`src/rtl/bus_grant_mux.sv`:
```
// bus_grant_mux: takes the one-hot grant from an 8-way round-robin arbiter,
// latches the winning master and runs its single or burst transfer on the
// shared slave bus. Arbiter lock is held for the whole transfer. A transfer
// ends on its final ack, on a slave timeout (error to the master) or when the
// master withdraws m_cyc (silent abort).
module bus_grant_mux #(
    parameter int AWID    = 32,
    parameter int DWID    = 64,
    parameter int TIMEOUT = 255
) (
    input  logic                 clk,
    input  logic                 rst,
    input  logic [7:0]           m_cyc,
    input  logic [7:0]           m_we,
    input  logic [8*4-1:0]       m_blen,
    input  logic [8*AWID-1:0]    m_adr,
    input  logic [8*DWID-1:0]    m_dat_o,
    output logic [7:0]           m_ack,
    output logic [7:0]           m_err,
    output logic [DWID-1:0]      m_dat_i,
    output logic [7:0]           arb_req,
    output logic [7:0]           arb_lock,
    input  logic [7:0]           arb_sel,
    output logic                 s_cyc,
    output logic                 s_stb,
    output logic                 s_we,
    output logic [AWID-1:0]      s_adr,
    output logic [DWID-1:0]      s_dat_o,
    input  logic                 s_ack,
    input  logic [DWID-1:0]      s_dat_i
);

    // The wait counter only ever holds 0..TIMEOUT-1.
    localparam int              TW     = $clog2(TIMEOUT);
    localparam logic [AWID-1:0] STRIDE = AWID'(DWID / 8);

    typedef enum logic [1:0] {
        IDLE,
        XFER,
        RELEASE
    } state_t;

    state_t          state_q;
    logic [7:0]      owner_q;
    logic [2:0]      idx_q;
    logic [3:0]      beats_q;
    logic [AWID-1:0] adr_q;
    logic            we_q;
    logic [TW-1:0]   tmo_q;

    logic [7:0]      grant;
    logic [7:0]      win_oh;
    logic [2:0]      win_idx;
    logic            in_xfer;
    logic            stb;
    logic            beat_ack;
    logic            tmo_hit;

    // Grant qualification: only requesting masters count, lowest bit wins.
    always_comb begin
        // NOTE: every signal driven here gets a default first so no latch is inferred.
        grant   = arb_sel & m_cyc;
        win_oh  = grant & (~grant + 8'd1);
        win_idx = 3'd0;
        for (int i = 7; i >= 0; i--) begin
            if (grant[i]) begin
                win_idx = 3'(i);
            end
        end
    end

    // Beat-level decode of the active transfer.
    always_comb begin
        in_xfer  = (state_q == XFER);
        stb      = in_xfer & m_cyc[idx_q];
        beat_ack = stb & s_ack;
        tmo_hit  = stb & ~s_ack & (tmo_q == TW'(TIMEOUT - 1));
    end

    // Bus and arbiter outputs; acks and errors reach the master in the same cycle.
    always_comb begin
        arb_req  = m_cyc;
        arb_lock = 8'h00;
        if (state_q == IDLE) begin
            arb_lock = grant;
        end else if (in_xfer) begin
            arb_lock = owner_q;
        end
        s_cyc   = stb;
        s_stb   = stb;
        s_we    = in_xfer & we_q;
        s_adr   = in_xfer ? adr_q : '0;
        s_dat_o = in_xfer ? m_dat_o[idx_q*DWID +: DWID] : '0;
        m_dat_i = in_xfer ? s_dat_i : '0;
        m_ack   = beat_ack ? owner_q : 8'h00;
        m_err   = tmo_hit ? owner_q : 8'h00;
    end

    // Transfer FSM: latch on grant, count beats/wait cycles, one release cycle.
    always_ff @(posedge clk) begin
        // NOTE: sequential state uses non-blocking assignments so every register
        // samples the values from before this edge.
        if (rst) begin
            state_q <= IDLE;
            owner_q <= 8'h00;
            idx_q   <= 3'd0;
            beats_q <= 4'd0;
            adr_q   <= '0;
            we_q    <= 1'b0;
            tmo_q   <= '0;
        end else begin
            case (state_q)
                IDLE: begin
                    if (grant != 8'h00) begin
                        owner_q <= win_oh;
                        idx_q   <= win_idx;
                        beats_q <= m_blen[win_idx*4 +: 4];
                        adr_q   <= m_adr[win_idx*AWID +: AWID];
                        we_q    <= m_we[win_idx];
                        tmo_q   <= '0;
                        state_q <= XFER;
                    end
                end
                XFER: begin
                    if (!stb) begin
                        state_q <= RELEASE;
                    end else if (s_ack) begin
                        tmo_q <= '0;
                        if (beats_q == 4'd0) begin
                            state_q <= RELEASE;
                        end else begin
                            beats_q <= beats_q - 4'd1;
                            adr_q   <= adr_q + STRIDE;
                        end
                    end else if (tmo_hit) begin
                        state_q <= RELEASE;
                    end else begin
                        tmo_q <= tmo_q + TW'(1);
                    end
                end
                RELEASE: begin
                    state_q <= IDLE;
                end
                default: begin
                    state_q <= IDLE;
                end
            endcase
        end
    end

endmodule

```
`config.mk`:
```
export PLATFORM = sky130hd
export DESIGN_NAME = bus_grant_mux
export DESIGN_NICKNAME = d
export VERILOG_FILES = /design/src/rtl/bus_grant_mux.sv
export SDC_FILE = /design/constraint.sdc
export NUM_CORES = 1
export LEC_CHECK = 0
export CORE_AREA = 2 2 428 430
export DETAILED_ROUTE_END_ITERATION = 8
export DIE_AREA = 0 0 430 432
export PLACE_DENSITY = 0.3
export SLEW_MARGIN = 20
export SYNTH_ARGS = -nofsm -noshare
export SYNTH_HDL_FRONTEND = slang
export SYNTH_SLANG_ARGS = --single-unit
```
`constraint.sdc`:
```
create_clock -name clk -period 5.95 [get_ports clk]
set_input_delay 1.785 -clock clk [delete_from_list [all_inputs] [get_ports clk]]
set_output_delay 1.785 -clock clk [all_outputs]
set_load 0.03 [all_outputs]
```
# Word-level counts from Yosys, hierarchy flattened
# Index checks and enable logic that the tools add are counted.
# op_classes
shifts,3
eq_ne,9
order_cmp,2
muxes,40
n_addsub,4
reduce_logical,8
bitwise,9
# op_table
operator,count
$shiftx A512 B10 Y64,1
$shiftx A256 B9 Y32,1
$mux W32,5
$mux W64,2
$mux W8,8
$pmux W32 S2,1
$add A32 B4 Y32 const B,1
$shiftx A32 B6 Y4,1
$mux W3,8
$add A8 B1 Y8 const B,2
$and A8 B8 Y8,2
$mux W4,4
$pmux W8 S2,1
$mux W2,5
$eq A8 B8 Y1 const B,1
$lt A3 B4 Y1 const B,2
$ne A4 B3 Y1 const B,2
$not A8 Y8,1
$pmux W4 S2,1
$reduce_bool A8 Y1,1
$bmux W1 S3,2
$ne A2 B2 Y1 const B,3
$and A1 B1 Y1,5
$reduce_and A5 Y1,1
other kinds (13),14
# totals
out_inout_bits,195
inputBits,891
reg_bits,58
wordCells,82

# Longest topological paths before layout
# Gate-level depths: netlist (run 1).
# logic_depth
word_depth,12
mapped_depth,10
depth_no_buf,9

# Worst setup path before layout (run 1)
# No wires, ideal clock.
# synth_path
kind,input port to output port
start,input m_cyc[3]
end,output m_ack[0]
path_slack_ns,1.302
stages,5
t_required_ns,4.165
n_path_buf,1
t_arrival_ns,2.863
cell_sequence,mux2i_1 -> a22oi_1 -> and4_1 -> clkbuf_1 -> and2_1
# synth_via
elab_chain_cells,5
# synth_rtl
element,line_no,rtl
start: declaration,13,"input logic [7:0] m_cyc,"
$bmux W1 S3,75,stb = in_xfer & m_cyc[idx_q];
$mux W1 (implied by the code),75,
$and A1 B1 Y1,75,
$and A1 B1 Y1,76,beat_ack = stb & s_ack;
$mux W8,95,m_ack = beat_ack ? owner_q : 8'h00;
end: declaration,18,"output logic [7:0] m_ack,"
# Every way passes these cells. The select of a mux whose other input is x is not followed.

# Worst setup path in the final report (run 1)
# layout_path
start,input m_cyc[6]
end,output m_err[1]
# layout_via
elab_chain_cells,6
# layout_rtl
element,line_no,rtl
$bmux W1 S3,75,
$mux W1 (implied by the code),75,
$and A1 B1 Y1,75,
$and A1 B1 Y1 (2 in a row),77,tmo_hit = stb & ~s_ack & (tmo_q == TW'(TIMEOUT - 1));
$mux W8,96,m_err = tmo_hit ? owner_q : 8'h00;
end: declaration,19,"output logic [7:0] m_err,"
# Every way passes these cells. The select of a mux whose other input is x is not followed.

==> impl_metrics.json, run 1 <==
{
  "syn_nets": 2148,
  "grt_usage_pct": 16.7,
  "end_kind": "output port",
  "clock_skew_ns": 0.0149,
  "cp.required_ns": 4.16,
  "die_height_microns": 432,
  "boundaryPins": 1086,
  "drive_above_1_share_pct": 14.5,
  "worstHoldEndpoint": "adr_q[2]",
  "cts_buffer_depth": 2,
  "post-place-ws_ns": -0.116,
  "totalWireLength_microns": 162000,
  "ys_async_sr_fraction_pct": 0,
  "p_total_w": 0.00427,
  "synth_area_leaders": "mux4_2 (28%), dfxtp_1 (11%), mux2i_1 (11%)",
  "synth_area_leader_cell": "mux4_2",
  "hold_depth": 1,
  "synth.distinct_cells": 63,
  "hold_buffers": 0,
  "cap_violations": 0,
  "die_x_microns": 430,
  "setup_viol": 0,
  "final.setup.worst_slack_ns": 0.142,
  "swShare_pct": 48.1,
  "worstRegToRegCells": 11,
  "antenna_found_initial": 147,
  "critPathLaunchType": "primary input",
  "worstSkewPairLatency_ns": 0.39,
  "dr.pass1.iters": 5,
  "mostFrequentLayoutCell": "clkdlybuf4s50_1",
  "hold_ws_ns": 0.494,
  "gp_routability_congestion": 0.958,
  "synth_area_sq_um": 10400,
  "dieArea_sq_um": 186000,
  "row_count": 157,
  "tightest_slew_ns": 1.02,
  "viasPerCell": 3.37,
  "io_buffers": 1085,
  "root_buffer": "clkbuf_16",
  "relSlewSlack_pct": 32.3,
  "vdd_drop_max_uv": 132,
  "fin_nets": 3208,
  "r2r-end": "adr_q[25]",
  "yosys_warnings": 0,
  "period_share_pct": 97.6,
  "regToRegSetupSlack_ns": 2.07,
  "drtIter0Drc": 1007,
  "grt_max_degree": 91,
  "p_clk_share_pct": 15.2,
  "power.density_nw_per_um2": 172,
  "avgSynthCellArea_sq_um": 8.29,
  "postRouteAntennaNets": 1,
  "finish.utilization_pct": 13.7,
  "grt_pass1_vias": 15800,
  "start_util_pct": 5.72,
  "ys_seq_area_share_pct": 11.2,
  "synth_edf_count": 0,
  "h-tree-depth": 3,
  "ys.flop_type": "dfxtp_1",
  "post_cts_buffers": 0,
  "clock-sinks": 58,
  "path_class": "in2out",
  "min-delay-start": "adr_q[2]",
  "status": "complete, but fails checks",
  "clk_pin_slew_ns": 0.07,
  "wl_per_cell_microns": 34.4,
  "maxSlewViolCount": 0,
  "cts_tree": "yes",
  "min_path_type": "reg2reg",
  "dp_hpwl_microns": 146000,
  "critPathArrivalTime_ns": 4.02,
  "core_area_sq_um": 182000,
  "r2r-start": "idx_q[0]",
  "ys_seq_elements": 58,
  "top_usage_layer": "met2",
  "drc": 0,
  "total_leakage_power_nw": 8.34,
  "met3_usage_pct": 4.27,
  "grt_pass1_wl_microns": 197000,
  "fmax_mhz": 172,
  "nFillCells": 20800,
  "rsz0062_at_grt": "false",
  "postSynthCellCount": 1253,
  "violations": "antenna rules",
  "power.internal_w": 0.00222,
  "p_comb_share_pct": 70.9,
  "cts_made_buffers": 9,
  "hold_violations": 0,
  "pwr-share-seq_pct": 14.0,
  "synth_top_area_share_pct": 28.2,
  "cp_max_fo": 5,
  "use_met1_pct": 17.8,
  "period_needed_ns": 5.81,
  "netSwitchingPower_w": 0.00206,
  "use_met2_pct": 33.3,
  "mostFrequentLayoutCells": "clkdlybuf4s50_1 (1,025), nand2_1 (192), buf_4 (132), mux4_2 (130), and2_1 (118)",
  "syn_to_final_growth_pct": 139,
  "vias": 15900,
  "grt_overflow_total": 0
}
==> area by class of cell <==
type / instances / area [sq um] / area share (%)
repair buffers: 1172 / 11500 / 46.3
well taps: 2385 / 2980 / 12.0
inverters: 8 / 30.0 / 0.121
clock inverters: 4 / 73.8 / 0.297
multi-input cells: 1064 / 8770 / 35.3
clock buffers: 12 / 256 / 1.03
flip-flops and latches: 58 / 1170 / 4.72
diodes: 22 / 55.1 / 0.222
==> synth_stat cells (17+ instances only) <==
library cell / number
buf_1: 29
mux4_2: 130
and3_1: 31
o21ai_0: 34
nor2_1: 118
and2_1: 119
nand2_1: 194
a31oi_1: 40
dfxtp_1: 58
nand3_1: 31
a211oi_1: 17
mux2i_1: 112
a21oi_1: 63
clkbuf_1: 64
==> layer usage <==
layer | routed length, microns | up-vias
li1 | - | 6899
met4 | 2670 | 52
met5 | 339 | -
met1 | 58900 | 7914
met3 | 10200 | 255
met2 | 90300 | 824
==> registers in the layout (all words and copies together), names as in the netlist <==
name	count
adr_q	32
owner_q	8
idx_q	3
beats_q	4
tmo_q	8
we_q	1
state_q	2
==> power by group through the flow <==
stage	clock [W]	combinational, W	sequential [W]
6_report	0.000649	0.00303	0.000597
5_1_grt	0.000698	0.00321	0.000611
4_1_cts	0.000691	0.00313	0.000602
3_5_place_dp	0	0.00312	0.000611
3_3_place_gp	0	0.00312	0.000611
2_1_floorplan	0	0.00132	0.000510
==> logic make-up after synthesis <==
family	synth area share, %
and+or+nand+nor	25.0
AOI/OAI and AO/OA	16.5
muxes	40.7
buffers and inverters	5.47
DFF	11.2
xor gates and xnor gates	0.674
adders and majority gates	0.482
==> timing repair <==
action,4_1_cts,5_1_grt
hold endpoints to repair,0,0
resized for setup,3,1
setup endpoints to repair,2,3
==> worst max-delay path, cell delays in order <==
cell and delay [ns]:
clkdlybuf4s50_1 0.49, mux2i_1 0.08, a22oi_1 0.37, nand3_1 0.19, nor2_2 0.26, and2_1 0.18, clkdlybuf4s50_1 0.67
==> per-stage QoR <==
stage	std cells	instance area, sq um	TNS, ns
after floorplan	1253	10400	0
after global routing	4709	24800	0
after detailed placement	4687	24500	-0.154
final	4725	24900	0
after global placement	4687	24500	-0.210
after CTS	4703	24800	0
==> how the worst max path moves through the flow <==
stage	start	endpoint	slack, ns	cells past startpoint
finish	m_cyc[6]	m_err[1]	0.14	7
global placement	m_dat_o[404]	s_dat_o[20]	-0.16	5
CTS	m_cyc[5]	m_err[1]	0.07	7
detailed placement	m_dat_o[404]	s_dat_o[20]	-0.12	5
global route	m_cyc[5]	m_err[6]	0.06	7
floorplan	m_cyc[3]	m_ack[0]	1.30	5
No activity file was read; power rests on OpenSTA's default activity.
==> run 2, diff against run 1 <==
--- a/config.mk
+++ b/config.mk
@@ -9,6 +9,7 @@
 export DETAILED_ROUTE_END_ITERATION = 8
 export DIE_AREA = 0 0 430 432
 export PLACE_DENSITY = 0.3
+export RECOVER_POWER = 50
 export SLEW_MARGIN = 20
 export SYNTH_ARGS = -nofsm -noshare
 export SYNTH_HDL_FRONTEND = slang
==> run 2 against run 1 <==
The run ends with antenna rules, capacitance limit, slew limit left. Sequential share of layout area hardly changed. Register-to-register slack worse by 0.18 ns. Cell area is 0.35% lower. Largest cell class unchanged. Largest power group unchanged. Highest routed layer unchanged.
==> impl_metrics.json, run 2 (synthesis results as in run 1) <==
{
  "clk_pin_slew_ns": 0.07,
  "p_clk_share_pct": 15.3,
  "power.density_nw_per_um2": 171,
  "period_needed_ns": 5.81,
  "mostFrequentLayoutCell": "clkdlybuf4s50_1",
  "grt_pass1_wl_microns": 197000,
  "boundaryPins": 1086,
  "totalWireLength_microns": 162000,
  "start_util_pct": 5.72,
  "crit_slowest_cell": "clkdlybuf4s50_1",
  "cap_violations": 1,
  "worstRegToRegCells": 10,
  "core_area_sq_um": 182000,
  "drc": 0,
  "r2r-end": "beats_q[2]",
  "hold_ws_ns": 0.494,
  "power.internal_w": 0.00218,
  "critPathLaunchType": "primary input",
  "period_share_pct": 97.7,
  "hold_depth": 1,
  "cp.required_ns": 4.16,
  "dieArea_sq_um": 186000,
  "syn_to_final_growth_pct": 138,
  "fmax_mhz": 172,
  "die_x_microns": 430,
  "grt_overflow_total": 0,
  "dp_hpwl_microns": 146000,
  "p_comb_share_pct": 70.7,
  "vias": 15900,
  "swShare_pct": 48.4,
  "grt_pass1_vias": 15800,
  "pwr-share-seq_pct": 14.1,
  "path_cells": "clkdlybuf4s50_1 > mux2i_1 > a22oi_1 > nand3_1 > nor2_2 > and2_1 > clkdlybuf4s50_1",
  "clock-sinks": 58,
  "status": "complete, but fails checks",
  "path_class": "in2out",
  "grt_max_degree": 91,
  "tightest_slew_ns": 1.83,
  "top_usage_layer": "met2",
  "antenna_found_initial": 148,
  "reg_top3": "adr_q (32), owner_q (8), tmo_q (8)",
  "grt_usage_pct": 16.7,
  "rsz0062_at_grt": "false",
  "min_path_type": "reg2reg",
  "use_met2_pct": 33.3,
  "root_buffer": "clkbuf_16",
  "cp_common_cell": "clkdlybuf4s50_1",
  "worstHoldEndpoint": "adr_q[2]",
  "slowest_delay_ns": 0.67,
  "end_kind": "output port",
  "place_area_sq_um": 24500,
  "wl_per_cell_microns": 34.4,
  "fin_cells": 4724,
  "h-tree-depth": 3,
  "total_leakage_power_nw": 8.48,
  "cts_tree": "yes",
  "setup_viol": 0,
  "largest_reg_flops": 32,
  "cts_made_buffers": 9,
  "netSwitchingPower_w": 0.00205,
  "postRouteAntennaNets": 1,
  "gp_routability_congestion": 0.958,
  "fin_nets": 3208,
  "regToRegSetupSlack_ns": 1.89,
  "vdd_drop_max_uv": 132,
  "io_buffers": 1085,
  "dr.pass1.iters": 5,
  "drtIter0Drc": 998,
  "maxSlewViolCount": 51,
  "mostFrequentLayoutCells": "clkdlybuf4s50_1 (958), nand2_1 (194), mux4_2 (130), buf_4 (120), and2_1 (118)",
  "row_count": 157,
  "viasPerCell": 3.38,
  "r2r-start": "idx_q[0]",
  "met3_usage_pct": 4.27,
  "hold_violations": 0,
  "post-place-cells": 4687,
  "largest-register": "adr_q",
  "path_buf_inv": 2,
  "cts_buffer_depth": 2,
  "drive_above_1_share_pct": 13.9,
  "final_area_sq_um": 24800,
  "use_met1_pct": 17.8,
  "cp_max_fo": 5,
  "clock_skew_ns": 0.0153,
  "crit_family": "buffers and inverters",
  "critPathArrivalTime_ns": 4.03,
  "worstSkewPairLatency_ns": 0.39,
  "die_height_microns": 432,
  "min-delay-start": "adr_q[2]",
  "relSlewSlack_pct": -21.7,
  "violations": "antenna rules, capacitance limit, slew limit"
}
==> run 2: what timing repair did <==
item | 4_1_cts | 5_1_grt
gates resized for setup | 3 | 1
endpoints found under the setup margin | 2 | 3
hold buffers | 0 | 0
buffers inserted | 0 | 0
==> run 2: worst register-to-register path: stages, from the launching register on <==
cell and delay (ns):
dfxtp_4 0.92, buf_12 0.39, nor2b_1 0.17, a22oi_1 0.13, buf_4 0.16, and4_1 0.30, buf_4 0.23, a21oi_2 0.94
o21ai_0 0.22, a21oi_1 0.35, a41o_1 0.19
==> run 2: worst max path at each step <==
stage	from	slack, ns	endpoint	cells past startpoint
4_1_cts	m_cyc[5]	0.07	m_err[1]	7
5_1_grt	m_cyc[1]	0.05	beats_q[1]	10
6_report	m_cyc[6]	0.14	m_err[1]	7
3_5_place_dp	m_dat_o[404]	-0.12	s_dat_o[20]	5
2_1_floorplan	m_cyc[3]	1.30	m_ack[0]	5
3_3_place_gp	m_dat_o[404]	-0.16	s_dat_o[20]	5
==> run 2: power groups by stage <==
| stage | Sequential, W | Combinational, W | Clock, W |
|---|---|---|---|
| floorplan | 0.000510 | 0.00132 | 0 |
| global placement | 0.000611 | 0.00312 | 0 |
| detailed placement | 0.000611 | 0.00312 | 0 |
| CTS | 0.000602 | 0.00313 | 0.000691 |
| global route | 0.000610 | 0.00317 | 0.000698 |
| finish | 0.000595 | 0.00299 | 0.000647 |
==> run 2: final cells by class <==
class	count	area (sq um)
fill	20800	157000
timing repair buffer	1172	11500
multi-input combinational	1064	8740
tap	2385	2980
sequential	58	1170
clock buffer	12	256
clock inverter	4	73.8
antenna	21	52.6
inverter	8	30.0
==> run 2: routing by layer <==
metal / wire, microns / share of wire (%) / vias up
li1: - / - / 6898
met1: 59000 / 36 / 7905
met2: 90300 / 56 / 840
met3: 10100 / 6.2 / 251
met4: 2640 / 1.6 / 52
met5: 339 / 0.21 / -
==> run 2: metrics by stage <==
stage               setup slack (ns)  power, W  setup TNS (ns)  utilization, %
floorplan                       1.30   0.00183               0               -
global placement              -0.157   0.00373          -0.210            13.5
detailed placement            -0.116   0.00373          -0.154            13.5
CTS                           0.0692   0.00442               0            13.6
global route                  0.0528   0.00448               0            13.6
finish                         0.137   0.00423               0            13.6
